File: config.mk
export PLATFORM = sky130hd
export DESIGN_NAME = usb_reg_arbiter
export DESIGN_NICKNAME = d
export VERILOG_FILES = /design/src/rtl/usb_reg_arbiter.sv
export SDC_FILE = /design/constraint.sdc
export NUM_CORES = 1
export LEC_CHECK = 0
export CORE_MARGIN = 2
export CORE_UTILIZATION = 39
export DETAILED_ROUTE_END_ITERATION = 16
export HOLD_SLACK_MARGIN = 0.05
export PLACE_DENSITY = 0.82
export SETUP_SLACK_MARGIN = 0.4
export SKIP_CTS_REPAIR_TIMING = 1
export SYNTH_ARGS = -nofsm -noshare
export SYNTH_HDL_FRONTEND = slang
export SYNTH_SLANG_ARGS = --single-unit
File: constraint.sdc
create_clock -name clk_usb -period 1.79 [get_ports clk_usb]
set_clock_uncertainty 0.1 [all_clocks]
set_input_delay 0.179 -clock clk_usb [delete_from_list [all_inputs] [get_ports clk_usb]]
set_output_delay 0.179 -clock clk_usb [all_outputs]
set_load 0.03 [all_outputs]
File: src/rtl/usb_reg_arbiter.sv
// usb_reg_arbiter
// Arbitrates the shared register bus between the host-driven USB front-end
// and one internal master (e.g. a config/readback sequencer). USB always
// wins: the internal master is granted only after a run of USB-idle cycles,
// and it loses the bus in the same cycle USB activity appears.
module usb_reg_arbiter #(
  parameter int pBYTECNT_SIZE = 7,
  parameter int pIDLE_CYCLES  = 16,
  parameter int pMAX_GRANT    = 4096
) (
  input  logic                     clk_usb,
  input  logic                     reset_n,

  input  logic                     usb_active,
  input  logic [7:0]               usb_address,
  input  logic [pBYTECNT_SIZE-1:0] usb_bytecnt,
  input  logic [7:0]               usb_datao,
  input  logic                     usb_write,
  input  logic                     usb_read,

  input  logic                     int_req,
  output logic                     int_gnt,
  output logic                     int_abort,
  input  logic                     int_done,
  input  logic [7:0]               int_address,
  input  logic [7:0]               int_datao,
  input  logic                     int_write,
  input  logic                     int_read,

  input  logic [7:0]               reg_datai,
  output logic [7:0]               int_datai,
  output logic [7:0]               reg_address,
  output logic [pBYTECNT_SIZE-1:0] reg_bytecnt,
  output logic [7:0]               reg_datao,
  output logic                     reg_write,
  output logic                     reg_read,
  output logic                     owner_int
);

  // Grant watchdog counter just wide enough to hold pMAX_GRANT-1.
  localparam int GCNT_W = (pMAX_GRANT > 2) ? $clog2(pMAX_GRANT) : 1;
  localparam logic [GCNT_W-1:0] GCNT_LAST   = GCNT_W'(pMAX_GRANT - 1);
  localparam logic [7:0]        IDLE_TARGET = 8'(pIDLE_CYCLES);

  typedef enum logic [1:0] {
    S_USB     = 2'd0,
    S_GRANT   = 2'd1,
    S_RELEASE = 2'd2
  } state_t;

  state_t                   state_reg,     state_next;
  logic [7:0]               idle_cnt_reg,  idle_cnt_next;
  logic [GCNT_W-1:0]        grant_cnt_reg, grant_cnt_next;
  logic [pBYTECNT_SIZE-1:0] byte_cnt_reg,  byte_cnt_next;
  logic                     int_gnt_reg,   int_gnt_next;
  logic                     int_abort_reg, int_abort_next;

  // 1-cycle history used by the internal byte counter.
  logic [7:0]               int_address_reg;
  logic                     int_read_own_reg;

  // Decoded FSM events shared by the counters.
  logic                     grant_entry;
  logic                     leave_grant;

  // Byte counter event decode.
  logic                     addr_changed;
  logic                     read_fall;
  logic                     byte_step;

  // Ownership is combinational so USB reclaims the bus with zero latency.
  assign owner_int = (state_reg == S_GRANT) && !usb_active;
  assign int_gnt   = int_gnt_reg;
  assign int_abort = int_abort_reg;
  assign int_datai = reg_datai;

  // State register and all arbiter counters.
  always_ff @(posedge clk_usb or negedge reset_n) begin
    if (!reset_n) begin
      state_reg     <= S_USB;
      idle_cnt_reg  <= '0;
      grant_cnt_reg <= '0;
      byte_cnt_reg  <= '0;
      int_gnt_reg   <= 1'b0;
      int_abort_reg <= 1'b0;
    end else begin
      state_reg     <= state_next;
      idle_cnt_reg  <= idle_cnt_next;
      grant_cnt_reg <= grant_cnt_next;
      byte_cnt_reg  <= byte_cnt_next;
      int_gnt_reg   <= int_gnt_next;
      int_abort_reg <= int_abort_next;
    end
  end

  // Registered copies of the internal address and owned read level.
  always_ff @(posedge clk_usb or negedge reset_n) begin
    if (!reset_n) begin
      int_address_reg  <= '0;
      int_read_own_reg <= 1'b0;
    end else begin
      int_address_reg  <= int_address;
      int_read_own_reg <= int_read && owner_int;
    end
  end

  // Next-state logic: USB first, watchdog second, voluntary release last.
  always_comb begin
    state_next     = state_reg;
    grant_cnt_next = grant_cnt_reg;
    int_abort_next = 1'b0;
    grant_entry    = 1'b0;
    leave_grant    = 1'b0;

    case (state_reg)
      S_USB: begin
        if (int_req && (idle_cnt_reg == IDLE_TARGET) && !usb_active) begin
          state_next     = S_GRANT;
          grant_cnt_next = '0;
          grant_entry    = 1'b1;
        end
      end

      S_GRANT: begin
        if (usb_active || (grant_cnt_reg == GCNT_LAST)) begin
          // Revoked without the master's consent: tell it with a pulse.
          state_next     = S_USB;
          int_abort_next = 1'b1;
          leave_grant    = 1'b1;
        end else if (int_done || !int_req) begin
          state_next     = S_RELEASE;
          leave_grant    = 1'b1;
        end else begin
          grant_cnt_next = grant_cnt_reg + GCNT_W'(1);
        end
      end

      S_RELEASE: begin
        state_next = S_USB;
      end

      default: begin
        state_next = S_USB;
      end
    endcase

    int_gnt_next = (state_next == S_GRANT);
  end

  // Idle counter: saturating run length of USB-idle cycles, restarted
  // whenever the internal master loses or gives up the bus.
  always_comb begin
    idle_cnt_next = idle_cnt_reg;
    if (usb_active || leave_grant) begin
      idle_cnt_next = '0;
    end else if (idle_cnt_reg < IDLE_TARGET) begin
      idle_cnt_next = idle_cnt_reg + 8'd1;
    end
  end

  // Internal byte counter: restarts per grant and per address, steps after
  // each owned write strobe and at the end of each owned read.
  always_comb begin
    addr_changed  = (int_address != int_address_reg);
    read_fall     = int_read_own_reg && !int_read;
    byte_step     = (int_write && owner_int) || read_fall;
    byte_cnt_next = byte_cnt_reg;
    if (grant_entry || addr_changed) begin
      byte_cnt_next = '0;
    end else if (byte_step) begin
      byte_cnt_next = byte_cnt_reg + pBYTECNT_SIZE'(1);
    end
  end

  // Register-bus mux; strobes are blanked during the dead cycle unless USB
  // has already come back.
  always_comb begin
    reg_address = usb_address;
    reg_bytecnt = usb_bytecnt;
    reg_datao   = usb_datao;
    reg_write   = usb_write;
    reg_read    = usb_read;
    if (owner_int) begin
      reg_address = int_address;
      reg_bytecnt = byte_cnt_reg;
      reg_datao   = int_datao;
      reg_write   = int_write;
      reg_read    = int_read;
    end else if ((state_reg == S_RELEASE) && !usb_active) begin
      reg_write   = 1'b0;
      reg_read    = 1'b0;
    end
  end

endmodule

==> flow_summary.json <==
{
  "reg2reg_slack_ns": -0.13,
  "postSynthAreaPerCell_sq_um": 10.51,
  "worstPathRequired_ns": 1.51,
  "via_count": 2132,
  "crit_slowest_cell": "dfrtp_1",
  "ctsRootBufferMaster": "clkbuf_8",
  "hold_slack_ns": 0.2153,
  "synth_area_sq_um": 2270,
  "grt_util_all_layers_pct": 19.79,
  "final_cell_mix": "clkdlybuf4s50_1, dfrtp_1, buf_4",
  "synth.largest_area_cell": "dfrtp_1",
  "drcViolationCount": 0,
  "synth_ff_type": "dfrtp_1",
  "yosys-top-cells-area": "dfrtp_1, mux2_2, xor2_1",
  "ys_ff_latch": 40,
  "vias_per_cell": 5.425,
  "clock.fmax_mhz": 504.3,
  "hpwl_um": 4811,
  "placementRows": 27,
  "peakVddDrop_mv": 0.3116,
  "p_comb_share_pct": 16.9,
  "ios": 92,
  "synth_edf_count": 0,
  "setup_slack_ns": -0.1930,
  "seq_area_frac_synth_pct": 44.10,
  "ys_types": 46,
  "insertion_delay_ns": 0.30,
  "nets": 380,
  "worstPathCellList": "nor3b_4, buf_12, mux2_2, clkbuf_2",
  "grt_max_degree": 26,
  "maxSlewViolCount": 0,
  "swShare_pct": 24.51,
  "final_common_cell": "clkdlybuf4s50_1",
  "grt_pass1_wl_um": 9894,
  "synth_top_area_share_pct": 44.10,
  "crit_type": "flip-flop to output pin",
  "fin_crit_sh_pct": 110.8,
  "synthesis.nets": 276,
  "cts.sinks": 40,
  "grt_overflow_total": 0,
  "power.share.clock_pct": 36.7,
  "cts_buffer_depth": 2,
  "cts.reportedPaths.clkPinSlew_ns": 0.08,
  "htreeDepth": 2,
  "p_leak_nw": 1.583,
  "antenna_found_initial": 0,
  "cap_viol_max_count": 0,
  "finalHoldViolCount": 0,
  "placement.io_buffers": 75,
  "cpPeakStageDelay_ns": 0.41,
  "cp_max_fo": 25,
  "design_area_sq_um": 3486,
  "ant_nets": 0,
  "dr.pass1.iters": 4,
  "syn_inst": 216,
  "routedWlPerCell_um": 16.72,
  "period_needed_ns": 1.983,
  "first_iter_violations": 121,
  "placed_area_sq_um": 3344,
  "fp.dieW_um": 80.29,
  "initial_core_util_pct": 40.72,
  "drive_gt1_share_pct": 36.14,
  "violations": "setup timing",
  "area_growth_pct": 53.58,
  "wl_um": 6571,
  "fp.dieH_um": 80.29,
  "synthArstFlopShare_pct": 100.0,
  "place_congestion": 0.8952,
  "yosysWarnings": 0,
  "switchingPower_w": 0.0004911,
  "largest_register_ffs": 12,
  "internal-power_w": 0.001512,
  "critPathCaptureType": "output pin",
  "grt_pass1_vias": 2102,
  "rsz0062_at_grt": "true",
  "start_kind": "flip-flop",
  "tns_ns": -4.339,
  "setup_violations": 29,
  "status": "finished, violations left",
  "tightest_slew_ns": 0.5321,
  "die_area_sq_um": 6446,
  "core_sq_um": 5574,
  "slew_headroom_pct": 64.20,
  "cp.arrival_ns": 1.70,
  "p_seq_share_pct": 46.4,
  "num_antenna_cells": 0,
  "hold_path.class": "input port to flip-flop",
  "p_per_area_nw_per_um2": 574.8,
  "cts_made_buffers": 5,
  "cts_tree": "done"
}
through the flow:
stage	setup WS, ns	power (W)	std cells	utilization, %
final	-0.1930	0.002004	393	62.54
after global routing	-0.2434	0.002081	393	62.54
after CTS	-0.6087	0.002031	392	62.00
after detailed placement	-0.5716	0.001302	384	60.00
after global placement	-0.5465	0.001294	384	60.00
after floorplan	-0.05585	0.001117	216	-
final timing paths:
kind                                   start                end  cells past startpoint
max                             state_reg[1]     reg_address[5]                      4
min                               usb_active       state_reg[1]                      3
max reg2reg                     state_reg[1]   grant_cnt_reg[9]                      7
min in group asynchronous            reset_n       state_reg[0]                      2
min reg2reg                grant_cnt_reg[11]  grant_cnt_reg[11]                      1
max in group asynchronous            reset_n   grant_cnt_reg[0]                      3
cell type report:
| class | count | area [sq um] |
|---|---|---|
| fillers | 433 | 2088 |
| multi-input cells | 153 | 1301 |
| flip-flops and latches | 40 | 1001 |
| inverters | 8 | 32.53 |
| clock inverters | 3 | 42.54 |
| repair buffers | 112 | 949.7 |
| well taps | 72 | 90.09 |
| clock buffers | 5 | 68.82 |
metal layers:
metal  routed length [um]  up-vias  share of wire [%]  GRT usage, %
li1                     -      991                  -             -
met1                 2749     1075                 42         24.64
met2                 3381       56                 51         34.33
met3                  318       10                4.8         4.157
met4                  121        0                1.8         5.932
met5                    0        -                  0             0
worst max-delay path, delay by kind of cell, from the launching register on:
family / cells / cell delay, ns
DFF: 1 / 0.41
buffers and inverters: 2 / 0.40
muxes: 1 / 0.35
and+or+nand+nor: 1 / 0.23
cell usage after synthesis, types with 2 or more instances:
cell	n
o21ai_0	10
nor4_1	4
or3_1	2
mux2i_1	2
nor2b_1	4
dfrtp_1	40
a211o_1	2
and2_1	6
a22o_1	3
a21oi_1	4
buf_4	8
nor3_1	3
o2111ai_1	3
mux2_2	23
a21o_1	2
and4_1	2
ha_1	4
buf_2	5
inv_1	8
and3_1	4
a31oi_1	3
xor2_1	15
nand4_1	4
a41oi_1	2
nand2_1	7
a2bb2oi_1	2
nand3_1	9
nor2_1	16
clkbuf_1	2
logic make-up after synthesis:
family                   after synthesis  share of synthesized area (%)
AND/OR/NAND/NOR                       67                          16.65
AO/OA/AOI/OAI                         41                          13.18
flip-flops                            40                          44.10
multiplexers                          25                          12.29
buffers and inverters                 23                          5.403
XOR/XNOR                              16                          6.174
adder cells (fa/ha/maj)                4                          2.205
power by group through the flow:
stage          Combinational, W  Clock (W)  Sequential, W
2_1_floorplan          0.000168          0       0.000950
3_3_place_gp           0.000348          0       0.000946
3_5_place_dp           0.000354          0       0.000948
4_1_cts                0.000357   0.000744       0.000929
5_1_grt                0.000364   0.000785       0.000932
6_report               0.000339   0.000735       0.000929
Power figures use the tool's default switching activity.
